<file path="src/rtl/regfile_sync.sv">
// regfile_sync: 2R/1W register file with byte-enabled writes, write-through bypass, sweep clear and LED byte tap
module regfile_sync #(
  parameter int DATA_W  = 32,
  parameter int ADDR_W  = 5,
  parameter bit ZERO_R0 = 1'b1,
  localparam int NB = DATA_W / 8,
  localparam int BW = (NB > 1) ? $clog2(NB) : 1
) (
  input  logic              Clk,
  input  logic              Reset,
  input  logic              Clr_Req,
  output logic              Busy,
  input  logic              Write_Reg,
  input  logic [ADDR_W-1:0] W_Addr,
  input  logic [DATA_W-1:0] W_Data,
  input  logic [NB-1:0]     W_BE,
  input  logic [ADDR_W-1:0] R_Addr_A,
  input  logic [ADDR_W-1:0] R_Addr_B,
  output logic [DATA_W-1:0] R_Data_A,
  output logic [DATA_W-1:0] R_Data_B,
  input  logic              Disp_Sel,
  input  logic [BW-1:0]     Disp_Byte,
  output logic [7:0]        LED
);
  localparam int DEPTH = 2 ** ADDR_W;
  typedef enum logic {IDLE, CLEAR} state_t;
  state_t state, state_n;
  logic [DATA_W-1:0] mem [DEPTH];
  logic [ADDR_W-1:0] ptr;
  logic wr_ok;
  logic [DATA_W-1:0] merged, rd_a, rd_b, disp;
  assign Busy = state == CLEAR;
  assign wr_ok = !Busy && Write_Reg && !(ZERO_R0 && W_Addr == '0);
  always_comb begin
    state_n = (state == IDLE) ? (Clr_Req ? CLEAR : IDLE) : ((ptr == '1) ? IDLE : CLEAR);
  end
  always_comb begin
    merged = mem[W_Addr];
    for (int k = 0; k < NB; k++)
      merged[8*k +: 8] = W_BE[k] ? W_Data[8*k +: 8] : mem[W_Addr][8*k +: 8];
  end
  // the entry being swept this cycle must already read as zero
  assign rd_a = ((ZERO_R0 && R_Addr_A == '0) || (Busy && R_Addr_A == ptr)) ? '0 :
                (wr_ok && R_Addr_A == W_Addr) ? merged : mem[R_Addr_A];
  assign rd_b = ((ZERO_R0 && R_Addr_B == '0) || (Busy && R_Addr_B == ptr)) ? '0 :
                (wr_ok && R_Addr_B == W_Addr) ? merged : mem[R_Addr_B];
  always_ff @(posedge Clk or negedge Reset) begin
    if (!Reset) begin
      state    <= IDLE;
      ptr      <= '0;
      R_Data_A <= '0;
      R_Data_B <= '0;
    end else begin
      state    <= state_n;
      ptr      <= Busy ? ptr + 1'b1 : '0;
      R_Data_A <= rd_a;
      R_Data_B <= rd_b;
    end
  end
  always_ff @(posedge Clk or negedge Reset) begin
    if (!Reset) begin
      for (int i = 0; i < DEPTH; i++) mem[i] <= '0;
    end else if (Busy) begin
      mem[ptr] <= '0;
    end else if (wr_ok) begin
      mem[W_Addr] <= merged;
    end
  end
  assign disp = Disp_Sel ? R_Data_B : R_Data_A;
  assign LED  = 8'(disp >> {Disp_Byte, 3'd0});
endmodule

</file>
<file path="config.mk">
export PLATFORM = sky130hd
export DESIGN_NAME = regfile_sync
export DESIGN_NICKNAME = d
export VERILOG_FILES = /design/src/rtl/regfile_sync.sv
export SDC_FILE = /design/constraint.sdc
export NUM_CORES = 2
export LEC_CHECK = 0
export CELL_PAD_IN_SITES_DETAIL_PLACEMENT = 0
export CELL_PAD_IN_SITES_GLOBAL_PLACEMENT = 1
export CORE_UTILIZATION = 27
export DETAILED_ROUTE_END_ITERATION = 6
export GPL_ROUTABILITY_DRIVEN = 1
export PLACE_DENSITY = 0.45
export SETUP_SLACK_MARGIN = 0.4
export SLEW_MARGIN = 10
export SYNTH_ARGS = -nofsm -noshare
export SYNTH_HDL_FRONTEND = slang
export SYNTH_SLANG_ARGS = --single-unit
export TNS_END_PERCENT = 100
</file>
<file path="constraint.sdc">
create_clock -name Clk -period 3.3 [get_ports Clk]
set_input_delay 0.495 -clock Clk [delete_from_list [all_inputs] [get_ports Clk]]
set_output_delay 0.495 -clock Clk [all_outputs]
set_load 0.01 [all_outputs]
</file>
## Yosys cells after proc, flatten, opt, wreduce, memory -nomap -nowiden

Cells that the tools add are included.

| storage, ports and cells | value |
|---|---|
| flip-flop bits (word level) | 1094 |
| latch bits | 0 |
| memory bits (writable) | 0 |
| ROM bits | 0 |
| bits of input ports | 58 |
| output and inout bits | 73 |
| word-level logic and storage cells | 100 |
| memories kept | 0 |

| operators by class | value |
|---|---|
| add/sub/neg operators | 1 |
| multipliers | 0 |
| divide/modulo/power cells | 0 |
| order comparisons | 6 |
| equal/unequal tests | 5 |
| shift operators | 1 |
| muxes and demuxes | 29 |
| bitwise logic cells | 6 |
| reduce and logical (&&, ||, !) cells | 16 |

Operators by type and width:

| kind | number |
|---|---|
| $mux W1024 | 2 |
| $and A1024 B1024 Y1024 | 1 |
| $bwmux W1024 | 1 |
| $not A1024 Y1024 | 1 |
| $bmux W32 S5 | 3 |
| $mux W32 | 13 |
| $demux W32 S5 | 2 |
| $mux W8 | 4 |
| $shr A32 B5 Y8 | 1 |
| $ge A6 B6 Y1 const B | 4 |
| $not A5 Y6 | 4 |
| $eq A5 B5 Y1 | 4 |
| $logic_not A5 Y1 | 3 |
| $lt A6 B1 Y1 const B | 2 |
| $logic_and A1 B1 Y1 | 8 |
| $add A5 B1 Y5 const B | 1 |
| $eq A5 B5 Y1 const B | 1 |
| $mux W5 | 1 |
| $mux W1 | 3 |
| $logic_not A1 Y1 | 2 |
| $logic_or A1 B1 Y1 | 2 |
| $reduce_bool A2 Y1 | 1 |

## Logic depth before layout (Yosys ltp)

| depth | value |
|---|---|
| word-level depth | 8 |
| depth in mapped cells | 11 |
| mapped depth without buffers | 6 |

## Least setup slack after synthesis

OpenSTA, ideal clock, no wires.

| path | value |
|---|---|
| kind | input -> output |
| from | input port Disp_Sel |
| to | output port LED[0] |
| data arrival time | 2266 ps |
| required time | 2805 ps |
| setup slack | 539 ps |
| stages | 4 |
| cells stage by stage | clkbuf_1 -> buf_1 -> mux4_2 -> mux2_2 |

| between the ends | value |
|---|---|
| word-level cells in the longest chain between the ends | 2 |

RTL lines:

| what | line | RTL |
|---|---|---|
| start: declaration | 21 | `input logic Disp_Sel,` |
| $mux W32 | 69 | `assign disp = Disp_Sel ? R_Data_B : R_Data_A;` |
| $shr A32 B5 Y8 | 70 | `assign LED = 8'(disp >> {Disp_Byte, 3'd0});` |
| end: declaration | 23 | `output logic [7:0] LED` |

No other way between the ends.

## Final worst setup path

| path | value |
|---|---|
| from | register R_Data_A[9] |
| to | output port LED[1] |

| between the ends | value |
|---|---|
| word-level cells in the longest chain between the ends | 2 |

RTL lines:

| what | line | RTL |
|---|---|---|
| start: declaration | 19 | `output logic [DATA_W-1:0] R_Data_A,` |
| start signal: assignment | 56 | `R_Data_A <= rd_a;` |
| $mux W32 | 69 |  |
| $shr A32 B5 Y8 | 70 |  |

No other way between the ends.

==> run summary <==
The flow ran to the end, but the final reports show violations. The final reports fail on DRC. The total overflow left after global routing is 0. After detailed placement, the design holds a cell count of 8317. The smallest clock period supported by the final layout is computed as 3010 ps. The total die area came out at 241000 um^2. For the worst setup path, the data required time is 2800 ps. At the end of routability-driven placement, the weighted congestion stood at 0.926. The number of synthesized register bits is 1094.

In this run the remaining antenna-violating nets after routing total 0. Derived from the worst setup path, the maximum achievable clock frequency is 333 MHz. Most instantiated flip-flop cell in the synthesis netlist: dfrtp_1. Averaged over all synthesized cells, the footprint is 12.9 um^2.

The run gives 0 as the number of violations of the max-capacitance limit. Counting distinct cell types in the post-synthesis netlist gives 71. The maximum number of pins on one net before global-route repair came out at 109. After detailed routing, the number of remaining DRC violations is 6. For this run, asynchronously set or reset flops after synthesis account for 100%. STA puts the critical path data arrival time at 2510 ps. Global routing used 8.31% of the available met3 tracks. Combined area of all synthesized cells: 64700 um^2. The logs give 27900 uW for the internal power and 8602 for the number of standard cells in the layout, taps in and fillers out. CTS built an H-tree with a depth of 4. In this design, the stage delay of the slowest critical-path cell is 660 ps.

TritonCTS built the clock tree. The master cell of the clock root buffer was clkbuf_16. The run gives 0 as the number of setup violations in the final report. The setup path with the least slack is of type flip-flop to primary output. The net count reported at finish is 5371. The share of total power dissipated in combinational logic is 23.8%. In the global route stage, overall resource usage came out at 32.5%. The critical path goes through mux4_2, mux2_4, buf_6. The floorplan step set the die height to 491 um. Area added between synthesis and finish: 23.9%. Count of port buffers added during placement: 130. For the utilization after layout, the log shows 33.7%. The run gives 0.000379 V as the peak supply drop. STA classifies the critical path startpoint as a flip-flop.

Summed over all nets, the switching power comes to 14500 uW. The maximum fanout along the worst path was 2; the fill cell total of the finished layout was 23400. The floorplan step set the die width to 491 um. The number of hold violations in the final report was 0. After detailed routing, the average wire length per cell comes to 46.3 um.

The part of the total power dissipated in sequential elements came out at 36.5%. In the global route stage, met2 resource usage came out at 47.4%. Classification of the worst-slack hold path: primary input to async pin. 131 I/O pins were placed. The clock transition at the register clock pins on the worst setup and hold paths after CTS works out to 60 ps. The sequential share of the synthesized area came out at 42.3%. The run gives 179 as the standard-cell row count. Dividing total power by cell area gives a power density of 529 nW/um^2. The first global-routing pass estimated 532 mm of wire. The peak-usage layer in the global routing report is met2. The total nets after synthesis was 5083.

The detailed-routing iteration count for the pre-antenna-repair pass is 7, and the multi-input logic area is 35300 um^2. Across all layers, the routed design uses 56300 vias. The sum of net half-perimeters after detailed placement came out at 256 mm. During synthesis, Yosys emitted a total of 0 warnings. The first routing iteration left 7874 violations.

Worst-path cell with the longest stage delay: mux4_2. The initial core utilization was 27.2%; the worst slew margin relative to its limit was 25.7%. In this run, synthesis inferred 0 flip-flops with an integrated enable. Buffers plus inverters on the worst setup path: 1.

Setup repair after global routing could not meet its margin everywhere. In the final layout, the share of cells above drive strength 1 is 29.8%. On the critical path the largest part of the delay comes from multiplexers.

The logs give 0 for the final number of max-transition violations and 35.0 ps for the clock tree skew after final layout. The tools report the number of global-route vias before repair as 55600. Global-route met1 utilization: 44.1%. In the final layout, flip-flops and latches occupy 27400 um^2.

Counting every instance in the synthesized netlist gives 5020. The routed design has 399 mm of wire. The switching part of the total came out at 34.1%. At the pin with the least slew margin, the transition time is 1110 ps. For this design, the sink count on the clock tree is 1094. The tools report the proportion of power drawn by the clock network as 39.7%.

Leaving out fill and tap cells, the most frequent cell in the layout is dfrtp_1. The run gives 140 as the number of buffers created by CTS. Counting along the longest clock path gives a buffer depth of 3.

In the routed layout, each cell is associated on average with a via count of 6.55. The library cells used most frequently in the layout, excluding fill and tap cells, are dfrtp_1, a22o_1, mux2i_1. For the worst-skew pair, the clock arrives at the later sink with an insertion delay of 820 ps. Critical path capture point type: a primary output. The final critical-path share of the clock period came out at 91.1%. The leakage power of the design was 0.0346 uW; the area inside the core boundary was 238000 um^2. The tools report the number of antenna violations at the first check in global routing as 39.
layout make-up:
| cell class | count | area share [%] |
|---|---|---|
| Timing Repair Buffer | 758 | 10.4 |
| Multi-Input combinational cell | 3276 | 44.0 |
| Antenna cell | 15 | 0.0469 |
| Tap cell | 3167 | 4.95 |
| Clock inverter | 55 | 0.951 |
| Inverter | 38 | 0.178 |
| Sequential cell | 1094 | 34.2 |
| Clock buffer | 199 | 5.21 |
power groups by stage:
stage,logic [uW],registers (uW),clock network (uW)
final,10100,15500,16800
after global routing,10200,15600,17600
after CTS,9850,15400,17000
after detailed placement,9760,15700,0
after global placement,9730,15700,0
after floorplan,4310,15100,0
path summary, 6_finish.rpt:
check                                      start                     to  slack, ps  cells past startpoint
hold reg to reg              mem[63]$_DFFE_PN0P_    mem[63]$_DFFE_PN0P_        540                      1
min in group Clk                     R_Addr_A[4]  R_Data_A[5]$_DFF_PN0_        410                      4
hold / removal                             Reset   mem[719]$_DFFE_PN0P_        290                      2
max in group asynchronous                  Reset   mem[806]$_DFFE_PN0P_       1790                      4
setup / recovery           R_Data_A[9]$_DFF_PN0_                 LED[1]        300                      3
setup reg to reg            mem[289]$_DFFE_PN0P_  R_Data_B[1]$_DFF_PN0_        560                      7
cell families after synthesis:
family / Yosys count / synth area share [%]
AO/OA/AOI/OAI: 1582 / 20.3
XOR/XNOR: 20 / 0.271
adder cells (fa/ha/maj): 5 / 0.0967
buffers and inverters: 650 / 4.55
flip-flops: 1094 / 42.3
multiplexers: 1207 / 28.8
AND/OR/NAND/NOR: 462 / 3.64
cell usage after synthesis, drive strengths merged (6+ instances only):
| cell | instances | share of area, % |
|---|---|---|
| nand2b | 16 | 0.15 |
| clkbuf | 307 | 1.8 |
| o22ai | 68 | 0.66 |
| nor4 | 25 | 0.25 |
| a22o | 1062 | 14 |
| a32oi | 29 | 0.50 |
| nand4 | 10 | 0.11 |
| a2111oi | 6 | 0.091 |
| nand2 | 103 | 0.60 |
| a221oi | 34 | 0.47 |
| nor2 | 94 | 0.56 |
| a31oi | 12 | 0.12 |
| o2111ai | 8 | 0.11 |
| a211oi | 18 | 0.21 |
| o211ai | 7 | 0.081 |
| mux4 | 520 | 18 |
| mux2i | 645 | 10 |
| o221ai | 23 | 0.31 |
| xnor2 | 13 | 0.18 |
| nand3 | 71 | 0.55 |
| buf | 305 | 2.5 |
| o21ai | 12 | 0.093 |
| and2 | 41 | 0.40 |
| and3 | 8 | 0.077 |
| xor2 | 7 | 0.095 |
| nor3 | 33 | 0.29 |
| a32o | 13 | 0.20 |
| mux2 | 42 | 0.73 |
| inv | 38 | 0.22 |
| a21oi | 100 | 0.78 |
| a22oi | 156 | 1.8 |
| dfrtp | 1094 | 42 |
| o2bb2ai | 15 | 0.20 |
| nor2b | 40 | 0.39 |
per-stage QoR:
step | hold WS (ps) | setup slack (ps) | instance area [um^2] | total power (uW) | TNS (ps)
5_1_grt | 306 | 295 | 80100 | 43300 | 0
4_1_cts | 290 | 264 | 80100 | 42300 | 0
3_5_place_dp | 523 | -106 | 75000 | 25400 | -1870
6_report | 294 | 295 | 80100 | 42400 | 0
2_1_floorplan | 199 | 539 | 64700 | 19500 | 0
3_3_place_gp | 515 | -142 | 74900 | 25400 | -3940
state kept, by name, indices dropped and copies added, names as in the netlist:
name,count
R_Data_B,32
mem,1024
R_Data_A,32
Busy,1
ptr,5
repair_timing:
item                                    4_1_cts  5_1_grt
buffers inserted                             14        1
gates resized for setup                      68        0
hold buffers                                  1        0
endpoints found under the setup margin        8        7
endpoints found under the hold margin        18        0
per-layer routing:
metal  vias up  wire (um)
met1     30700     164000
met2      3747     172000
met3       856      38700
met5         -         84
met4        14      23900
li1      21000          -
Note: power is estimated with default switching activity, not from simulation.
